**src/rtl/serial_sub_pkg.sv**
```systemverilog
// Shared definitions for the bit-serial subtractor: state encoding and defaults.
package serial_sub_pkg;

   localparam int DEFAULT_WIDTH = 4;
   localparam int STATE_W       = 2;

   typedef enum logic [STATE_W-1:0] {
      IDLE  = 2'd0,
      SHIFT = 2'd1,
      DONE  = 2'd2
   } state_t;

endpackage : serial_sub_pkg

```
**src/rtl/serial_subtractor_full_subtractor_bit.sv**
```systemverilog
// One-bit full subtractor: d = a - b - borrow_in, with borrow-out.
module full_subtractor_bit
(
   input  logic a_i,
   input  logic b_i,
   input  logic br_in,
   output logic d,
   output logic br_out
);

   // Difference bit and borrow-out of a single bit position
   always_comb begin
      d      = a_i ^ b_i ^ br_in;
      br_out = (~a_i & b_i) | (~(a_i ^ b_i) & br_in);
   end

endmodule : full_subtractor_bit

```
**src/rtl/serial_subtractor.sv**
```systemverilog
// Bit-serial subtractor: diff = a - b over WIDTH cycles, LSB first.
// Start/busy/done handshake; the result is published when the last bit is
// processed and held until the next accepted start.
// Optional signed-overflow flag: define SERIAL_SUB_SIGNED_OVF_EN.
module serial_subtractor
   import serial_sub_pkg::*;
#(
   parameter int WIDTH = DEFAULT_WIDTH
)
(
   input  logic             clk,
   input  logic             reset,
   input  logic             start,
   input  logic [WIDTH-1:0] a,
   input  logic [WIDTH-1:0] b,
   output logic             busy,
   output logic             done,
   output logic [WIDTH-1:0] diff,
   output logic             borrow,
   output logic             ovf
);

   localparam int             CNT_W    = $clog2(WIDTH);
   localparam logic [CNT_W-1:0] LAST_CNT = CNT_W'(WIDTH - 1);

   state_t             state_q;
   state_t             state_d;
   logic               accept;
   logic               last_bit;
   logic [WIDTH-1:0]   a_sh;
   logic [WIDTH-1:0]   b_sh;
   logic               br_q;
   logic [CNT_W-1:0]   cnt_q;
   logic [WIDTH-2:0]   work_q;
   logic               d_bit;
   logic               br_next;
   logic [WIDTH-1:0]   result;

   // A start is honoured only when no operation is in flight
   assign accept   = start & ((state_q == IDLE) | (state_q == DONE));
   assign last_bit = (state_q == SHIFT) & (cnt_q == LAST_CNT);

   // The newest difference bit enters from the MSB side of the partial result
   assign result = {d_bit, work_q};

   full_subtractor_bit u_bit (
      .a_i    (a_sh[0]),
      .b_i    (b_sh[0]),
      .br_in  (br_q),
      .d      (d_bit),
      .br_out (br_next)
   );

   // Next-state decode and handshake outputs
   always_comb begin
      state_d = state_q;
      busy    = 1'b0;
      done    = 1'b0;
      case (state_q)
         IDLE: begin
            if (start) state_d = SHIFT;
         end
         SHIFT: begin
            busy = 1'b1;
            if (cnt_q == LAST_CNT) state_d = DONE;
         end
         DONE: begin
            done    = 1'b1;
            state_d = start ? SHIFT : IDLE;
         end
         default: state_d = IDLE;
      endcase
   end

   // State register
   always_ff @(posedge clk) begin
      if (reset) state_q <= IDLE;
      else       state_q <= state_d;
   end

   // Bit counter: restarts on accept, advances once per processed bit
   always_ff @(posedge clk) begin
      if (reset)                  cnt_q <= '0;
      else if (accept)            cnt_q <= '0;
      else if (state_q == SHIFT)  cnt_q <= cnt_q + CNT_W'(1);
   end

   // Operand shift registers: loaded on accept, shifted right while busy
   always_ff @(posedge clk) begin
      if (reset) begin
         a_sh <= '0;
         b_sh <= '0;
      end else if (accept) begin
         a_sh <= a;
         b_sh <= b;
      end else if (state_q == SHIFT) begin
         a_sh <= a_sh >> 1;
         b_sh <= b_sh >> 1;
      end
   end

   // Rippled borrow flip-flop, cleared at the start of every operation
   always_ff @(posedge clk) begin
      if (reset)                  br_q <= 1'b0;
      else if (accept)            br_q <= 1'b0;
      else if (state_q == SHIFT)  br_q <= br_next;
   end

   // Working result register, kept apart from diff so the old result stays visible
   always_ff @(posedge clk) begin
      if (reset)                  work_q <= '0;
      else if (accept)            work_q <= '0;
      else if (state_q == SHIFT)  work_q <= result[WIDTH-1:1];
   end

   // Publish diff and borrow on the edge that processes the final bit
   always_ff @(posedge clk) begin
      if (reset) begin
         diff   <= '0;
         borrow <= 1'b0;
      end else if (last_bit) begin
         diff   <= result;
         borrow <= br_next;
      end
   end

`ifdef SERIAL_SUB_SIGNED_OVF_EN
   logic a_msb_q;
   logic b_msb_q;

   // Operand sign bits, kept because the shift registers lose them
   always_ff @(posedge clk) begin
      if (reset) begin
         a_msb_q <= 1'b0;
         b_msb_q <= 1'b0;
      end else if (accept) begin
         a_msb_q <= a[WIDTH-1];
         b_msb_q <= b[WIDTH-1];
      end
   end

   // Signed overflow: operand signs differ and the result sign differs from a
   always_ff @(posedge clk) begin
      if (reset)         ovf <= 1'b0;
      else if (last_bit) ovf <= (a_msb_q ^ b_msb_q) & (d_bit ^ a_msb_q);
   end
`else
   assign ovf = 1'b0;
`endif

endmodule : serial_subtractor

```
**config.mk**
```make
export PLATFORM = sky130hd
export DESIGN_NAME = serial_subtractor
export DESIGN_NICKNAME = d
export VERILOG_FILES = /design/src/rtl/serial_sub_pkg.sv /design/src/rtl/serial_subtractor_full_subtractor_bit.sv /design/src/rtl/serial_subtractor.sv
export SDC_FILE = /design/constraint.sdc
export NUM_CORES = 1
export LEC_CHECK = 0
export BUFFER_PORTS_ARGS = -buffer_cell sky130_fd_sc_hd__buf_2
export CAP_MARGIN = 20
export CORE_MARGIN = 1.5
export CORE_UTILIZATION = 55
export CTS_CLUSTER_DIAMETER = 50
export DETAILED_ROUTE_END_ITERATION = 16
export PLACE_DENSITY = 0.91
export SETUP_SLACK_MARGIN = 0.2
export SYNTH_ARGS = -nofsm -noshare
export SYNTH_HDL_FRONTEND = slang
export SYNTH_SLANG_ARGS = --single-unit
```
**constraint.sdc**
```tcl
create_clock -name clk -period 2.4 [get_ports clk]
set_input_delay 0.48 -clock clk [delete_from_list [all_inputs] [get_ports clk]]
set_output_delay 0.48 -clock clk [all_outputs]
set_load 0.02 [all_outputs]
```
==> results of run 1 <==
==> report_power, final <==
group / internal (mW) / switching, mW / total (mW) / leakage [nW]
Combinational: 0.0322 / 0.0502 / 0.0823 / 0.187
Clock: 0.0644 / 0.0961 / 0.161 / 0.0150
Sequential: 0.365 / 0.00964 / 0.374 / 0.171
Total: 0.461 / 0.156 / 0.617 / 0.373
==> registers in the layout, summed over array words and instances, names as in the netlist <==
name and count:
state_q 2, cnt_q 2, a_sh 4, borrow 1, diff 4, b_sh 4
work_q 3, br_q 1
==> area by class of cell <==
cell class,instances,share of cell area
clock buffers,4,0.02770
inverters,3,0.01319
multi-input cells,65,0.4050
flip-flops and latches,21,0.4433
well taps,16,0.02111
repair buffers,17,0.08971
==> cell usage after synthesis <==
cell type,count
nor2b_1,1
nor2_1,6
a22oi_1,1
inv_1,2
xnor2_1,1
conb_1,1
clkbuf_1,2
o21a_1,1
a311oi_2,2
mux2i_1,2
nand2_1,16
buf_6,2
inv_2,1
o22ai_1,3
a21oi_1,10
fa_1,1
ha_1,1
nand3b_1,1
nand3_1,5
dfxtp_1,21
a211oi_1,1
a311oi_1,2
nand2b_1,3
and2b_1,1
nor3_1,6
buf_4,3
==> timing repair <==
action,4_1_cts,5_1_grt
resized for setup,0,2
endpoints found under the hold margin,0,0
buffers inserted,0,0
endpoints found under the setup margin,0,1
==> routing by layer <==
| layer | wire length, µm | share of wire | global-route usage | vias up |
|---|---|---|---|---|
| li1 | - | - | - | 357 |
| met2 | 854 | 0.54 | 0.3879 | 17 |
| met1 | 644 | 0.41 | 0.1989 | 328 |
| met5 | 0 | 0 | 0 | - |
| met3 | 70 | 0.045 | 0.03404 | 0 |
| met4 | 0 | 0 | 0.03125 | 0 |
==> cells by family (layout without fill, tap and decap cells) <==
family                   Yosys count  count (layout)  synth area share
AO/OA/AOI/OAI                     20              20            0.1604
AND/OR/NAND/NOR                   39              39            0.2052
adder cells (fa/ha/maj)            2               2           0.03757
multiplexers                       2               2           0.02312
XOR/XNOR                           1               1           0.01012
flip-flops                        21              21            0.4855
buffers and inverters             10              24           0.07370
other                              1               1          0.004331
==> critical path: cells and delay by family (launching register included) <==
family / cells / cell delay (ps)
buffers and inverters: 2 / 550
DFF: 1 / 350
and+or+nand+nor: 1 / 290
==> worst paths after layout <==
check | slack (ps) | start | depth (start not counted) | to
min | 460 | diff[3] | 2 | diff[3]
max reg2reg | 990 | state_q[0] | 3 | br_q
max | 440 | state_q[1] | 3 | busy
min reg2reg | 460 | diff[3] | 2 | diff[3]
==> metrics.md, run 1 <==
| Metric | Value |
|---|---|
| Post-DRT Antenna Nets | `0` |
| Post-DP Area | `~900 µm²` |
| Die H | `between 40 and 50 µm` |
| Final WL | `1569 µm` |
| Share of the synthesized area in the top cell type | `0.4855` |
| Skew final | `about 4.8 ps` |
| GRT Overall Usage | `0.1907` |
| Fin. Hold Viols | `0` |
| Synthesized area | `between 800 and 900 µm²` |
| Slowest CP cell | `dfxtp_1` |
| First-pass GRT wire length | `2677 µm` |
| Critical path class | `flop to output pin` |
| Synthesis warning total | `0` |
| Synth Register Bits | `21` |
| Max-Cap Viols | `0` |
| FF/Latch Area | `420.4 µm²` |
| RD Place Congestion | `approximately 0.74` |
| Mapped Nets | `roughly 110` |
| Pwr Total | `roughly 620 µW` |
| Clock Tree Buf Depth | `2` |
| Clock buffer count from CTS | `3` |
| H-tree levels | `1` |
| Via count | `approximately 700` |
| Synth top area cells | `dfxtp_1 49%, nand2_1 6.9%, a21oi_1 5.8%` |
| Chain of cells forming the critical path | `nand2b_2 -> clkinv_2 -> buf_2` |
| Power Dens Cells | `650.8 nW/µm²` |
| Post-DR vias/cell | `approximately 5.6` |
| Most frequent cells in the layout | `21 x dfxtp_1, 17 x buf_2, 16 x nand2_1` |
| Die width | `around 43 µm` |
| Crit Path Max Fanout | `21` |
| Ant diodes | `0` |
| Clock tree root buffer cell | `clkbuf_4` |
| Core ar. | `1489 µm²` |
| Design Area, Final | `between 900 and 1000 µm²` |
| Hold-fix buffers, CTS | `0` |
| Final nets | `between 100 and 150` |
| Area grow syn2layout | `9.538%` |
| CP Capture Type | `output pin` |
| Leakage | `approximately 0.37 nW` |
| CTS tree | `built` |
| CP peak stage delay | `around 350 ps` |
| Placed insts | `roughly 120` |
| Hold Path Class | `flop to flop` |
| Initial antenna violation count | `0` |
| Initial DRC count | `11` |
| Final min period | `1958 ps` |
| Syn avg cell area | `9.019 µm²` |
| Worst setup SP type | `flop` |
| Multi-input combinational cell area | `a little under 400 µm²` |
| # DRC | `0` |
| Worst setup margin | `442.0 ps` |
| Final setup violating endpoints | `0` |
| Drt pass-1 iters | `4` |
| Filler Cell Count | `about 120` |
| I/O pin total | `19` |
| # rows | `14` |
| Total gr overflow | `0` |
| Detailed Place HPWL | `between 1000 and 1500 µm` |
| Max-slew violations | `0` |
| Worst VDD drop | `around 0.40 mV` |
| WL/cell | `12.45 µm` |
| Fin crit share | `0.8158` |
| Final Util | `0.6370` |
| Full die area | `roughly 1800 µm²` |
| Post-Syn Instances | `96` |
| Initial Util | `0.5815` |
| Post-synth top area cell | `dfxtp_1` |
| Vias in the first global route | `~670` |
| Commonest non-fill, non-tap cell in the layout | `dfxtp_1` |
| Fmax | `0.5107 GHz` |
| Unrepaired setup endpoints after global routing | `false` |
| Post-Layout Cell Count | `approximately 130` |
| Netlist cell types | `26` |
| Data arrival, critical path | `1480 ps` |
| Layout cells sized above 1 | `0.2182` |
| Clock transition at the registers of the reported paths | `approximately 110 ps` |
| Req. time, crit path | `between 1500 and 2000 ps` |
| Setup TNS | `0 ps` |
| DP Worst Slack | `667.9 ps` |
| Largest net degree at the start of global routing | `22` |
| # clock sinks | `21` |
| Number of I/O port buffers | `17` |
| Outcome | `completed` |
| Register area share after synthesis | `0.4855` |
| Worst-skew pair later-pin latency | `a little under 300 ps` |
| Hold Worst Slack | `around 460 ps` |
No activity file was read; power rests on OpenSTA's default activity.
==> run 2, diff against run 1 <==
--- a/config.mk
+++ b/config.mk
@@ -5,13 +5,14 @@
 export SDC_FILE = /design/constraint.sdc
 export NUM_CORES = 1
 export LEC_CHECK = 0
+export ABC_AREA = 1
 export BUFFER_PORTS_ARGS = -buffer_cell sky130_fd_sc_hd__buf_2
 export CAP_MARGIN = 20
 export CORE_MARGIN = 1.5
-export CORE_UTILIZATION = 55
+export CORE_UTILIZATION = 46
 export CTS_CLUSTER_DIAMETER = 50
 export DETAILED_ROUTE_END_ITERATION = 16
-export PLACE_DENSITY = 0.91
+export PLACE_DENSITY = 0.82
 export SETUP_SLACK_MARGIN = 0.2
 export SYNTH_ARGS = -nofsm -noshare
 export SYNTH_HDL_FRONTEND = slang
==> constraint.sdc (replaced) <==
create_clock -name clk -period 1.7 [get_ports clk]
set_input_delay 0.34 -clock clk [delete_from_list [all_inputs] [get_ports clk]]
set_output_delay 0.34 -clock clk [all_outputs]
set_load 0.02 [all_outputs]
==> metrics.md, run 2 <==
| Metric | Value |
|---|---|
| Post-Syn Instances | `127 (+32%)` |
| Die H | `47.68 µm (+12%)` |
| First-pass GRT wire length | `2829 µm (+5.7%)` |
| Most frequent cells in the layout | `23 x nand2_1, 22 x nor2_1, 20 x dfxtp_1` |
| # clock sinks | `21 (unchanged)` |
| Syn avg cell area | `7.231 µm² (-20%)` |
| Largest net degree at the start of global routing | `13 (-41%)` |
| Final min period | `roughly 1400 ps` |
| Leakage | `0.5273 nW (+41%)` |
| Setup TNS | `0 ps (unchanged)` |
| # DRC | `0 (unchanged)` |
| Synthesis warning total | `0 (unchanged)` |
| Detailed Place HPWL | `1307 µm (+12%)` |
| Synthesized area | `918.4 µm² (+6.1%)` |
| Area grow syn2layout | `14.44%` |
| Max-Cap Viols | `0 (unchanged)` |
| Unrepaired setup endpoints after global routing | `false` |
| Initial DRC count | `7 (-4)` |
| Die width | `47.68 µm (+12%)` |
| Worst setup margin | `283.1 ps (-158.9 ps)` |
| Outcome | `completed` |
| Power Dens Cells | `850.4 nW/µm² (+31%)` |
| CP Capture Type | `output pin` |
| Initial Util | `0.5097 (-0.07179)` |
| Skew final | `1.633 ps (-3.125 ps)` |
| I/O pin total | `19 (unchanged)` |
| Commonest cells post-synth | `23 x nand2_1, 22 x nor2_1, 21 x dfxtp_1, 20 x inv_1, 11 x nand3_1` |
| Crit Path Max Fanout | `9 (-57%)` |
| Initial antenna violation count | `0 (unchanged)` |
| H-tree levels | `1 (unchanged)` |
| Final nets | `159 (+28%)` |
| Synth Register Bits | `21 (unchanged)` |
| Full die area | `2273 µm² (+25%)` |
| DP Worst Slack | `427.1 ps (-240.8 ps)` |
| Data arrival, critical path | `1080 ps (-400 ps)` |
| Worst setup SP type | `flop` |
| Met2 routed WL | `801 µm (-6.2%)` |
| Layout cells sized above 1 | `0.2000 (-0.01818)` |
| Register area share after synthesis | `0.4578 (-0.02778)` |
| Most frequent cell after synthesis | `nand2_1` |
| Ant diodes | `0 (unchanged)` |
| Clock Tree Buf Depth | `2 (unchanged)` |
| Mapped Nets | `140 (+28%)` |
| GRT Overall Usage | `0.1805 (-0.01025)` |
| Final WL | `1723 µm (+9.8%)` |
| Number of I/O port buffers | `17 (unchanged)` |
| Hold Path Class | `input port to flop` |
| Vias in the first global route | `705 (+5.9%)` |
| Drt pass-1 iters | `4 (unchanged)` |
| RD Place Congestion | `0.7835 (+6.5%)` |
| Pwr Total | `893.7 µW (+45%)` |
| Total gr overflow | `0 (unchanged)` |
| Fin. Hold Viols | `0 (unchanged)` |
| Synth top area cells | `dfxtp_1 46%, nand2_1 9.4%, nor2_1 9.0%` |
| Commonest non-fill, non-tap cell in the layout | `nand2_1` |
| Post-Route M1 WL | `816 µm (+27%)` |
| EDFF count, synth | `0 (unchanged)` |
| Req. time, crit path | `1360 ps (-560 ps)` |
| Post-synth top area cell | `dfxtp_1` |
| Core ar. | `1802 µm² (+21%)` |
| Leading registers by flop count | `a_sh: 4 flops, b_sh: 4 flops, diff: 4 flops` |
| Fin crit share | `0.8334` |
| Via count | `802 (+14%)` |
| Netlist cell types | `17 (-35%)` |
| Post-synth top flop | `dfxtp_1` |
| Async SR Flop Fraction | `0 (unchanged)` |
| Max-slew violations | `0 (unchanged)` |
| Clock buffer count from CTS | `3 (unchanged)` |
| Worst VDD drop | `0.4798 mV (+20%)` |
| Clock transition at the registers of the reported paths | `110 ps (about the same)` |
| Hold-fix buffers, CTS | `0 (unchanged)` |
| Post CTS Setup Buffer Count | `0 (unchanged)` |
| Fmax | `slightly above 0.7 GHz` |
| Share of the synthesized area in the top cell type | `0.4578 (-0.02778)` |
| Clock tree root buffer cell | `clkbuf_4` |
| Final setup violating endpoints | `0 (unchanged)` |
| Critical path class | `flop to output pin` |
| CTS tree | `built` |
| Post-DR vias/cell | `4.718 (-15%)` |
| Final Util | `0.5833 (-0.05364)` |
| Top routing layer used | `met4` |
| WL/cell | `10.14 µm (-19%)` |
| Met3 WL | `87 µm (+24%)` |
| # rows | `15 (+1)` |
| Post-DRT Antenna Nets | `0 (unchanged)` |
| Worst-skew pair later-pin latency | `300 ps (about the same)` |
run 2: cell families (layout without fill, tap and decap cells):
group,count (synthesis),count (layout),share of synthesized area
adder cells (fa/ha/maj),2,2,0.03542
buffers and inverters,25,43,0.1172
XOR/XNOR,1,1,0.009539
AO/OA/AOI/OAI,16,16,0.08720
AND/OR/NAND/NOR,61,61,0.2888
flip-flops,21,21,0.4578
other,1,1,0.004083
run 2: worst paths after layout:
| kind | startpoint | end | depth (start not counted) | slack (ps) |
|---|---|---|---|---|
| worst max-delay path | state_q[1] | busy | 4 | 280 |
| worst min-delay path | a[3] | a_sh[3] | 3 | 260 |
| worst max register to register | b_sh[0] | work_q[2] | 4 | 470 |
| worst min register to register | br_q | br_q | 2 | 480 |
run 2: what timing repair did:
action,4_1_cts,5_1_grt
setup endpoints to repair,1,1
gates resized for setup,3,2
cloned,0,0
run 2: routing by layer:
metal	vias to the layer above	GRT usage
met2	22	0.3120
li1	423	-
met1	353	0.2160
met3	4	0.03396
met5	-	0
met4	0	0.08108
run 2: power by group:
| part | internal (mW) | total, mW | leakage [nW] | switching (mW) |
|---|---|---|---|---|
| sequential | 0.516 | 0.529 | 0.171 | 0.0139 |
| clock | 0.0915 | 0.235 | 0.0150 | 0.143 |
| combinational | 0.0478 | 0.129 | 0.341 | 0.0817 |
| total | 0.655 | 0.894 | 0.527 | 0.239 |
run 2: cell type report:
cell class,count,area [µm²]
Fill cell,187,750.7
Sequential cell,21,421.7
Multi-Input combinational cell,81,395.4
Timing Repair Buffer,18,95.09
Inverter,21,81.33
Tap cell,25,31.28
Clock buffer,4,26.28
run 2: stage by stage:
stage | std cells | hold WS [ps] | cell area [µm²]
5_1_grt | 170 | 260.2 | 1051
6_report | 170 | 260.8 | 1051
3_5_place_dp | 166 | 461.2 | 1013
4_1_cts | 170 | 250.0 | 1046
3_3_place_gp | 166 | 459.2 | 1013
2_1_floorplan | 127 | 409.1 | 918.4
run 2: worst max-delay path: stages, from the launching register on:
cell and delay [ps]:
dfxtp_1 310, inv_1 110, nand2_4 120, inv_4 90, buf_4 140
